===== src/rtl/coffee_machine_ctrl_pkg.sv =====
// Shared definitions for the coffee-machine controller: state encoding and
// width helpers for the brew timer and the brew counter.
package coffee_machine_ctrl_pkg;

    typedef enum logic [2:0] {
        ST_WAIT    = 3'd0,
        ST_HEAT    = 3'd1,
        ST_READY   = 3'd2,
        ST_BREW    = 3'd3,
        ST_DESCALE = 3'd4,
        ST_FAULT   = 3'd5
    } state_t;

    // Wide enough to hold the longest brew (largest size) without truncation.
    function automatic int brew_timer_width(input int base_cycles, input int size_w);
        return $clog2(base_cycles * (2 ** size_w) + 1);
    endfunction

    function automatic int count_width(input int interval);
        return $clog2(interval + 1);
    endfunction

    function automatic int heat_width(input int timeout);
        return (timeout > 2) ? $clog2(timeout) : 1;
    endfunction

endpackage


===== src/rtl/coffee_machine_ctrl_if.sv =====
// Front-panel / sensor side of the coffee-machine controller: synchronised
// inputs from the panel and Moore status outputs towards the drivers.
interface coffee_machine_ctrl_if #(
    parameter int SIZE_W = 2,
    parameter int CW     = 3
);
    logic              water_ok;
    logic              temp_ok;
    logic              brew_req;
    logic              stop;
    logic [SIZE_W-1:0] size;
    logic              descale_done;
    logic              fault_clear;

    logic              waiting;
    logic              heater;
    logic              ready;
    logic              brewing;
    logic              descale_req;
    logic              fault;
    logic [CW-1:0]     brew_count;

    modport master (
        output water_ok, temp_ok, brew_req, stop, size, descale_done, fault_clear,
        input  waiting, heater, ready, brewing, descale_req, fault, brew_count
    );

    modport slave (
        input  water_ok, temp_ok, brew_req, stop, size, descale_done, fault_clear,
        output waiting, heater, ready, brewing, descale_req, fault, brew_count
    );
endinterface


===== src/rtl/coffee_machine_ctrl_timer.sv =====
// Loadable down-counter with zero flag; holds the remaining brew cycles.
module coffee_machine_ctrl_timer #(
    parameter int W = 6
) (
    input  logic         clock,
    input  logic         reset,
    input  logic         load,
    input  logic [W-1:0] load_val,
    input  logic         dec,
    output logic [W-1:0] count,
    output logic         zero
);
    logic [W-1:0] count_q, count_d;

    always_comb begin
        count_d = count_q;
        if (load) begin
            count_d = load_val;
        end else if (dec && (count_q != '0)) begin
            count_d = count_q - W'(1);
        end
    end

    always_ff @(posedge clock or posedge reset) begin
        if (reset) begin
            count_q <= '0;
        end else begin
            count_q <= count_d;
        end
    end

    assign count = count_q;
    assign zero  = (count_q == '0);
endmodule


===== src/rtl/coffee_machine_ctrl.sv =====
// Coffee-machine controller: warm-up, timed brew by cup size, heat-timeout and
// dry-run fault handling, and descale lock-out after a fixed number of brews.
module coffee_machine_ctrl
    import coffee_machine_ctrl_pkg::*;
#(
    parameter int BASE_BREW_CYCLES = 8,
    parameter int SIZE_W           = 2,
    parameter int HEAT_TIMEOUT     = 32,
    parameter int DESCALE_INTERVAL = 4
) (
    input  logic                  clock,
    input  logic                  reset,
    coffee_machine_ctrl_if.slave  bus
);
    localparam int TW = brew_timer_width(BASE_BREW_CYCLES, SIZE_W);
    localparam int CW = count_width(DESCALE_INTERVAL);
    localparam int HW = heat_width(HEAT_TIMEOUT);

    localparam logic [TW-1:0] BASE_T      = TW'(BASE_BREW_CYCLES);
    localparam logic [HW-1:0] HEAT_LAST   = HW'(HEAT_TIMEOUT - 1);
    localparam logic [CW-1:0] COUNT_LIMIT = CW'(DESCALE_INTERVAL);

    state_t        state_q, state_d;
    logic [HW-1:0] heat_q, heat_d;
    logic [CW-1:0] count_q, count_d;

    logic          brew_load;
    logic          brew_dec;
    logic [TW-1:0] brew_len;
    logic [TW-1:0] brew_timer;
    logic          brew_zero;
    logic          brew_last;

    // The loaded brew length is the latched cup size; computed at full timer width.
    assign brew_len  = BASE_T * (TW'(bus.size) + TW'(1));
    assign brew_last = (brew_timer == TW'(1)) || brew_zero;

    coffee_machine_ctrl_timer #(.W(TW)) u_brew_timer (
        .clock    (clock),
        .reset    (reset),
        .load     (brew_load),
        .load_val (brew_len),
        .dec      (brew_dec),
        .count    (brew_timer),
        .zero     (brew_zero)
    );

    always_comb begin
        state_d   = state_q;
        heat_d    = '0;
        count_d   = count_q;
        brew_load = 1'b0;
        brew_dec  = 1'b0;
        case (state_q)
            ST_WAIT: begin
                if (bus.water_ok) state_d = ST_HEAT;
            end
            ST_HEAT: begin
                if (!bus.water_ok)           state_d = ST_WAIT;
                else if (bus.temp_ok)        state_d = ST_READY;
                else if (heat_q == HEAT_LAST) state_d = ST_FAULT;
                else                         heat_d  = heat_q + HW'(1);
            end
            ST_READY: begin
                if (!bus.water_ok) begin
                    state_d = ST_WAIT;
                end else if (!bus.temp_ok) begin
                    state_d = ST_HEAT;
                end else if (bus.brew_req) begin
                    state_d   = ST_BREW;
                    brew_load = 1'b1;
                end
            end
            ST_BREW: begin
                // Dry run outranks stop, and stop outranks a completing brew.
                if (!bus.water_ok) begin
                    state_d = ST_FAULT;
                end else if (bus.stop) begin
                    state_d = ST_READY;
                end else if (brew_last) begin
                    count_d = count_q + CW'(1);
                    state_d = (count_d == COUNT_LIMIT) ? ST_DESCALE : ST_READY;
                end else begin
                    brew_dec = 1'b1;
                end
            end
            ST_DESCALE: begin
                if (bus.descale_done) begin
                    state_d = ST_WAIT;
                    count_d = '0;
                end
            end
            ST_FAULT: begin
                if (bus.fault_clear) state_d = ST_WAIT;
            end
            default: state_d = ST_WAIT;
        endcase
    end

    always_ff @(posedge clock or posedge reset) begin
        if (reset) begin
            state_q <= ST_WAIT;
            heat_q  <= '0;
            count_q <= '0;
        end else begin
            state_q <= state_d;
            heat_q  <= heat_d;
            count_q <= count_d;
        end
    end

    assign bus.waiting     = (state_q == ST_WAIT);
    assign bus.heater      = (state_q == ST_HEAT);
    assign bus.ready       = (state_q == ST_READY);
    assign bus.brewing     = (state_q == ST_BREW);
    assign bus.descale_req = (state_q == ST_DESCALE);
    assign bus.fault       = (state_q == ST_FAULT);
    assign bus.brew_count  = count_q;
endmodule

===== src/flat_wrapper.sv =====
// flat-port wrapper written by rule: the top's interface ports become plain ports
module coffee_machine_ctrl_flat import coffee_machine_ctrl_pkg::*;
#(
    parameter int BASE_BREW_CYCLES = 8,
    parameter int SIZE_W           = 2,
    parameter int HEAT_TIMEOUT     = 32,
    parameter int DESCALE_INTERVAL = 4
)
  (clock, reset, bus_water_ok, bus_temp_ok, bus_brew_req, bus_stop, bus_size, bus_descale_done, bus_fault_clear, bus_waiting, bus_heater, bus_ready, bus_brewing, bus_descale_req, bus_fault, bus_brew_count);
  coffee_machine_ctrl_if #(.SIZE_W(SIZE_W)) bus_i ();
  input  logic clock;
  input  logic reset;
  input wire logic [$bits(bus_i.water_ok)-1:0] bus_water_ok;
  input wire logic [$bits(bus_i.temp_ok)-1:0] bus_temp_ok;
  input wire logic [$bits(bus_i.brew_req)-1:0] bus_brew_req;
  input wire logic [$bits(bus_i.stop)-1:0] bus_stop;
  input wire logic [$bits(bus_i.size)-1:0] bus_size;
  input wire logic [$bits(bus_i.descale_done)-1:0] bus_descale_done;
  input wire logic [$bits(bus_i.fault_clear)-1:0] bus_fault_clear;
  output wire logic [$bits(bus_i.waiting)-1:0] bus_waiting;
  output wire logic [$bits(bus_i.heater)-1:0] bus_heater;
  output wire logic [$bits(bus_i.ready)-1:0] bus_ready;
  output wire logic [$bits(bus_i.brewing)-1:0] bus_brewing;
  output wire logic [$bits(bus_i.descale_req)-1:0] bus_descale_req;
  output wire logic [$bits(bus_i.fault)-1:0] bus_fault;
  output wire logic [$bits(bus_i.brew_count)-1:0] bus_brew_count;
  assign bus_i.water_ok = bus_water_ok;
  assign bus_i.temp_ok = bus_temp_ok;
  assign bus_i.brew_req = bus_brew_req;
  assign bus_i.stop = bus_stop;
  assign bus_i.size = bus_size;
  assign bus_i.descale_done = bus_descale_done;
  assign bus_i.fault_clear = bus_fault_clear;
  assign bus_waiting = bus_i.waiting;
  assign bus_heater = bus_i.heater;
  assign bus_ready = bus_i.ready;
  assign bus_brewing = bus_i.brewing;
  assign bus_descale_req = bus_i.descale_req;
  assign bus_fault = bus_i.fault;
  assign bus_brew_count = bus_i.brew_count;
  coffee_machine_ctrl #(.BASE_BREW_CYCLES(BASE_BREW_CYCLES), .SIZE_W(SIZE_W), .HEAT_TIMEOUT(HEAT_TIMEOUT), .DESCALE_INTERVAL(DESCALE_INTERVAL)) u_core (.clock(clock), .reset(reset), .bus(bus_i));
endmodule

===== config.mk =====
export PLATFORM = sky130hd
export DESIGN_NAME = coffee_machine_ctrl_flat
export DESIGN_NICKNAME = d
export VERILOG_FILES = /design/src/rtl/coffee_machine_ctrl_pkg.sv /design/src/rtl/coffee_machine_ctrl_if.sv /design/src/rtl/coffee_machine_ctrl_timer.sv /design/src/rtl/coffee_machine_ctrl.sv /design/src/flat_wrapper.sv
export SDC_FILE = /design/constraint.sdc
export NUM_CORES = 1
export LEC_CHECK = 0
export BUFFER_PORTS_ARGS = -buffer_cell sky130_fd_sc_hd__buf_2
export CAP_MARGIN = 5
export CORE_ASPECT_RATIO = 0.7
export CORE_MARGIN = 8
export CORE_UTILIZATION = 54
export CTS_CLUSTER_DIAMETER = 150
export CTS_CLUSTER_SIZE = 40
export DETAILED_ROUTE_END_ITERATION = 10
export PLACE_DENSITY = 0.77
export SLEW_MARGIN = 20
export SYNTH_ARGS = -nofsm -noshare
export SYNTH_HDL_FRONTEND = slang
export SYNTH_SLANG_ARGS = --single-unit

===== constraint.sdc =====
create_clock -name clock -period 2.6 [get_ports clock]
set_clock_uncertainty 0.15 [all_clocks]
set_input_delay 0.52 -clock clock [delete_from_list [all_inputs] [get_ports clock]]
set_output_delay 0.52 -clock clock [all_outputs]
set_load 0.02 [all_outputs]

==> impl_summary.txt <==
----------------------------------------------------
[Placed design]
  Placed Instances ... 152
  Half-perimeter wire length of the detailed placement result ... 1.925 mm
  Count of buffers from port buffering ... 18
  Routability congestion estimate ... 0.7972
  Placed cell area ... 1215 um^2
  Pre-CTS setup slack ... 0.2353 ns

[CTS]
  Clock tree from TritonCTS ... built
  Count of hold-fix buffers inserted at cts ... 0
  Sinks on Clock Net ... 17
  Maximum level of the CTS H-tree ... 1
  Number of buffers created by CTS ... 3
  Max clock buf depth ... 2
  Clk_lat worst skew ... 0.30 ns
  Post-CTS setup-driven buffer insertion count ... 0
  Root Buffer Master ... clkbuf_4
  Reg clk slew, reported paths ... 0.11 ns
  Post-cts repair resize count ... 0

[Global route]
  Total overflow reported by the global router ... 0
  GRT Util Overall ... 13.62%
  Global-route wire length before repair ... 4.064 mm
  Antenna violations before repair ... 0
  Vias in the first global route ... 861
  Maximum number of pins on one net before global-route repair ... 18

[Flow run]
  Max Cap Viol ... 0

[Synthesis]
  Netlist cell types ... 45
  Mean instance size in the synthesized netlist ... 9.600 um^2
  Cell type contributing the most total cell area after synthesis ... dfrtp_1
  Gate count after technology mapping ... 116
  Mapped cell area ... 1114 um^2
  Top cell type's share of synthesized area ... 38.20%
  Portion of the post-synthesis area used by sequential elements ... 38.20%
  Proportion of register bits with asynchronous set or reset after synthesis ... 100.0%
  Prevailing post-synth register cell ... dfrtp_1
  Leading cell types by total area after synthesis ... dfrtp_1, ha_1, mux2i_1, inv_1, nor2_1
  Synthesis Warnings ... 0
  Post-synth EDFFs ... 0
  Post-synth net total ... 133
  Total of flip-flops plus latches after synthesis ... 17

[Critical path]
  CP most frequent cell ... ha_1
  Startpoint Class ... flip-flop
  Worst reg-to-reg setup slack ... 0.22 ns
  Type of destination of the critical path ... flip-flop
  Peak fanout along the critical path ... 6
  Max incr delay on CP ... 0.64 ns
  Worst setup path class ... reg -> reg
  Cell with the largest stage delay on the worst path ... or4_1
  Worst Path Arrival ... 2.42 ns
  Depth of the worst register-to-register path ... 6
  Startpoint of the lowest-slack register-to-register path ... u_core.heat_q[0]
  Worst path required time ... 2.64 ns
  Ordered list of cells on the worst path ... ha_1 -> and3_1 -> ha_1 -> or4_1 -> o2111ai_2 -> mux2_4
  Critical register-to-register path endpoint ... u_core.state_q[2]

[STA]
  Final Max Tran Viols ... 0
  Final hold vios ... 0
  Count of endpoints failing setup in the final report ... 0
  Fin Hold WS ... 0.1480 ns
  Time the final worst path needs with I/O delays and setup ... 2.378 ns
  Worst setup slack after layout ... 0.2219 ns
  Worst slew margin ... 55.59%
  Maximum frequency from static timing analysis ... 420.5 MHz
  Actual slew at the worst max-slew pin ... 0.6654 ns
  Unrepaired setup endpoints after global routing ... false
  Sum of negative setup slack ... 0 ns
  Fraction of the cycle the final worst path needs ... 91.47%

[Pwr]
  Power Internal ... 0.6350 mW
  Switching power as a share of total power ... 45.00%
  Fraction of power consumed by sequential logic ... 39.9%
  Power per Cell Area ... 927.4 nW/um^2
  Share of power burned in combinational logic ... 47.1%
  Worst voltage drop across the vdd grid ... 0.6684 mV
  Clock group share of total power ... 13.0%
  Power, Total ... 1.155 mW
  Total leakage power ... 0.6201 nW
  Net switching power figure ... 0.5196 mW

[Routing]
  Pre-Repair DR Iteration Count ... 4
  Starting DRT DRC Count ... 77
  Routed length per instance ... 15.78 um
  Number of design rule violations left after detail routing ... 0
  Ratio of routed vias to standard cells ... 5.923
  Number of routed nets with antenna violations ... 0
  Total via count in the routed design ... 924
  Total Wirelength ... 2.461 mm

[Die]
  Die ar. ... 3795 um^2
  Horizontal die dimension ... 70.28 um
  # IOs ... 19
  Site Rows ... 13
  Placeable core area ... 1903 um^2
  Die span in y ... 54.00 um
  Starting density of the core ... 58.51%

[Worst hold path]
  Path type of the worst min-delay path ... in -> async

[Outcome]
  Result of the run ... finished clean

[Layout]
  Non-filler instance count after layout ... 156
  Synthesis-to-layout area growth ... 11.80%
  Number of antenna diodes ... 0
  Post-layout net count ... 152
  Proportion of layout cells with a drive suffix above 1 ... 22.39%
  Final Instance Area ... 1245 um^2
  Core Util, Final ... 65.42%

----------------------------------------------------
[layout make-up]
type                            instances  area [um^2]
Sequential cell                        17        425.4
Fill cell                             166        658.1
Inverter                               11        41.29
Multi-Input combinational cell         84        630.6
Clock inverter                          1        7.507
Timing Repair Buffer                   18        90.09
Clock buffer                            3        22.52
Tap cell                               22        27.53
[flip-flops by register name, summed over array words and instances (netlist names)]
| name | count |
|---|---|
| u_core.bus.brew_count | 3 |
| u_core.state_q | 3 |
| u_core.u_brew_timer.count | 6 |
| u_core.heat_q | 5 |
[layout by cell type, fill, tap and decap left out, types with 2 or more instances in the layout]
master     n
nor2_1    11
mux2i_1    5
dfrtp_1   17
a21oi_1    3
nand2_1    6
nor2b_1    2
o21ai_0    2
nand2b_1   2
nand3_1    2
nand4_1    3
buf_2     18
and2_1     3
inv_1     11
nor3_1     3
ha_1       7
xnor2_1    2
and3_1     4
or4_1      2
a211oi_1   2
o21bai_1   2
clkbuf_4   3
[logic make-up after synthesis]
logic type / synth area share [%]
AND/OR/NAND/NOR: 23.82
multiplexers: 5.842
buffers and inverters: 5.168
XOR/XNOR: 2.360
AO/OA/AOI/OAI: 16.74
flip-flops: 38.20
adder cells (fa/ha/maj): 7.865
[metal layers]
metal | vias up | GRT usage (%) | wire length (um) | share of wire [%]
li1 | 461 | - | - | -
met1 | 446 | 17.94 | 1199 | 49
met2 | 15 | 20.39 | 1140 | 46
met3 | 2 | 5.505 | 109 | 4.4
met4 | 0 | 3.654 | 12 | 0.49
met5 | - | 0 | 0 | 0
[cells in the mapped netlist (2+ instances only)]
library cell	count
dfrtp_1	17
mux2i_1	5
inv_1	11
nor2b_1	2
o21bai_1	2
nand4_1	3
o21ai_0	2
a21oi_1	3
nor3_1	3
xnor2_1	2
and2_1	3
clkbuf_1	2
or4_1	2
nor2_1	11
ha_1	7
nand3_1	2
nand2_1	6
a211oi_1	2
and3_1	4
nand2b_1	2
[power by group through the flow]
stage / logic, mW / clock network [mW] / registers, mW
after global placement: 0.527 / 0 / 0.457
after global routing: 0.614 / 0.168 / 0.474
final: 0.544 / 0.150 / 0.460
after detailed placement: 0.545 / 0 / 0.465
after floorplan: 0.454 / 0 / 0.417
after CTS: 0.548 / 0.155 / 0.459
[worst max-delay path: cells and delay by family (launching register included)]
kind / cells / cell delay [ns]
AOI/OAI and AO/OA: 1 / 0.16
adders and majority gates: 2 / 0.40
DFF: 1 / 0.42
muxes: 1 / 0.32
and+or+nand+nor: 2 / 0.83
[worst max path at each step]
stage,start,end,slack [ns]
6_report,u_core.heat_q[0],u_core.state_q[2],0.22
5_1_grt,u_core.heat_q[0],u_core.state_q[2],0.15
4_1_cts,u_core.heat_q[0],u_core.state_q[2],0.21
3_5_place_dp,u_core.heat_q[0],u_core.state_q[2],0.24
3_3_place_gp,u_core.heat_q[0],u_core.state_q[2],0.30
2_1_floorplan,u_core.heat_q[0],u_core.state_q[2],0.33
No activity file was read; power rests on OpenSTA's default activity.
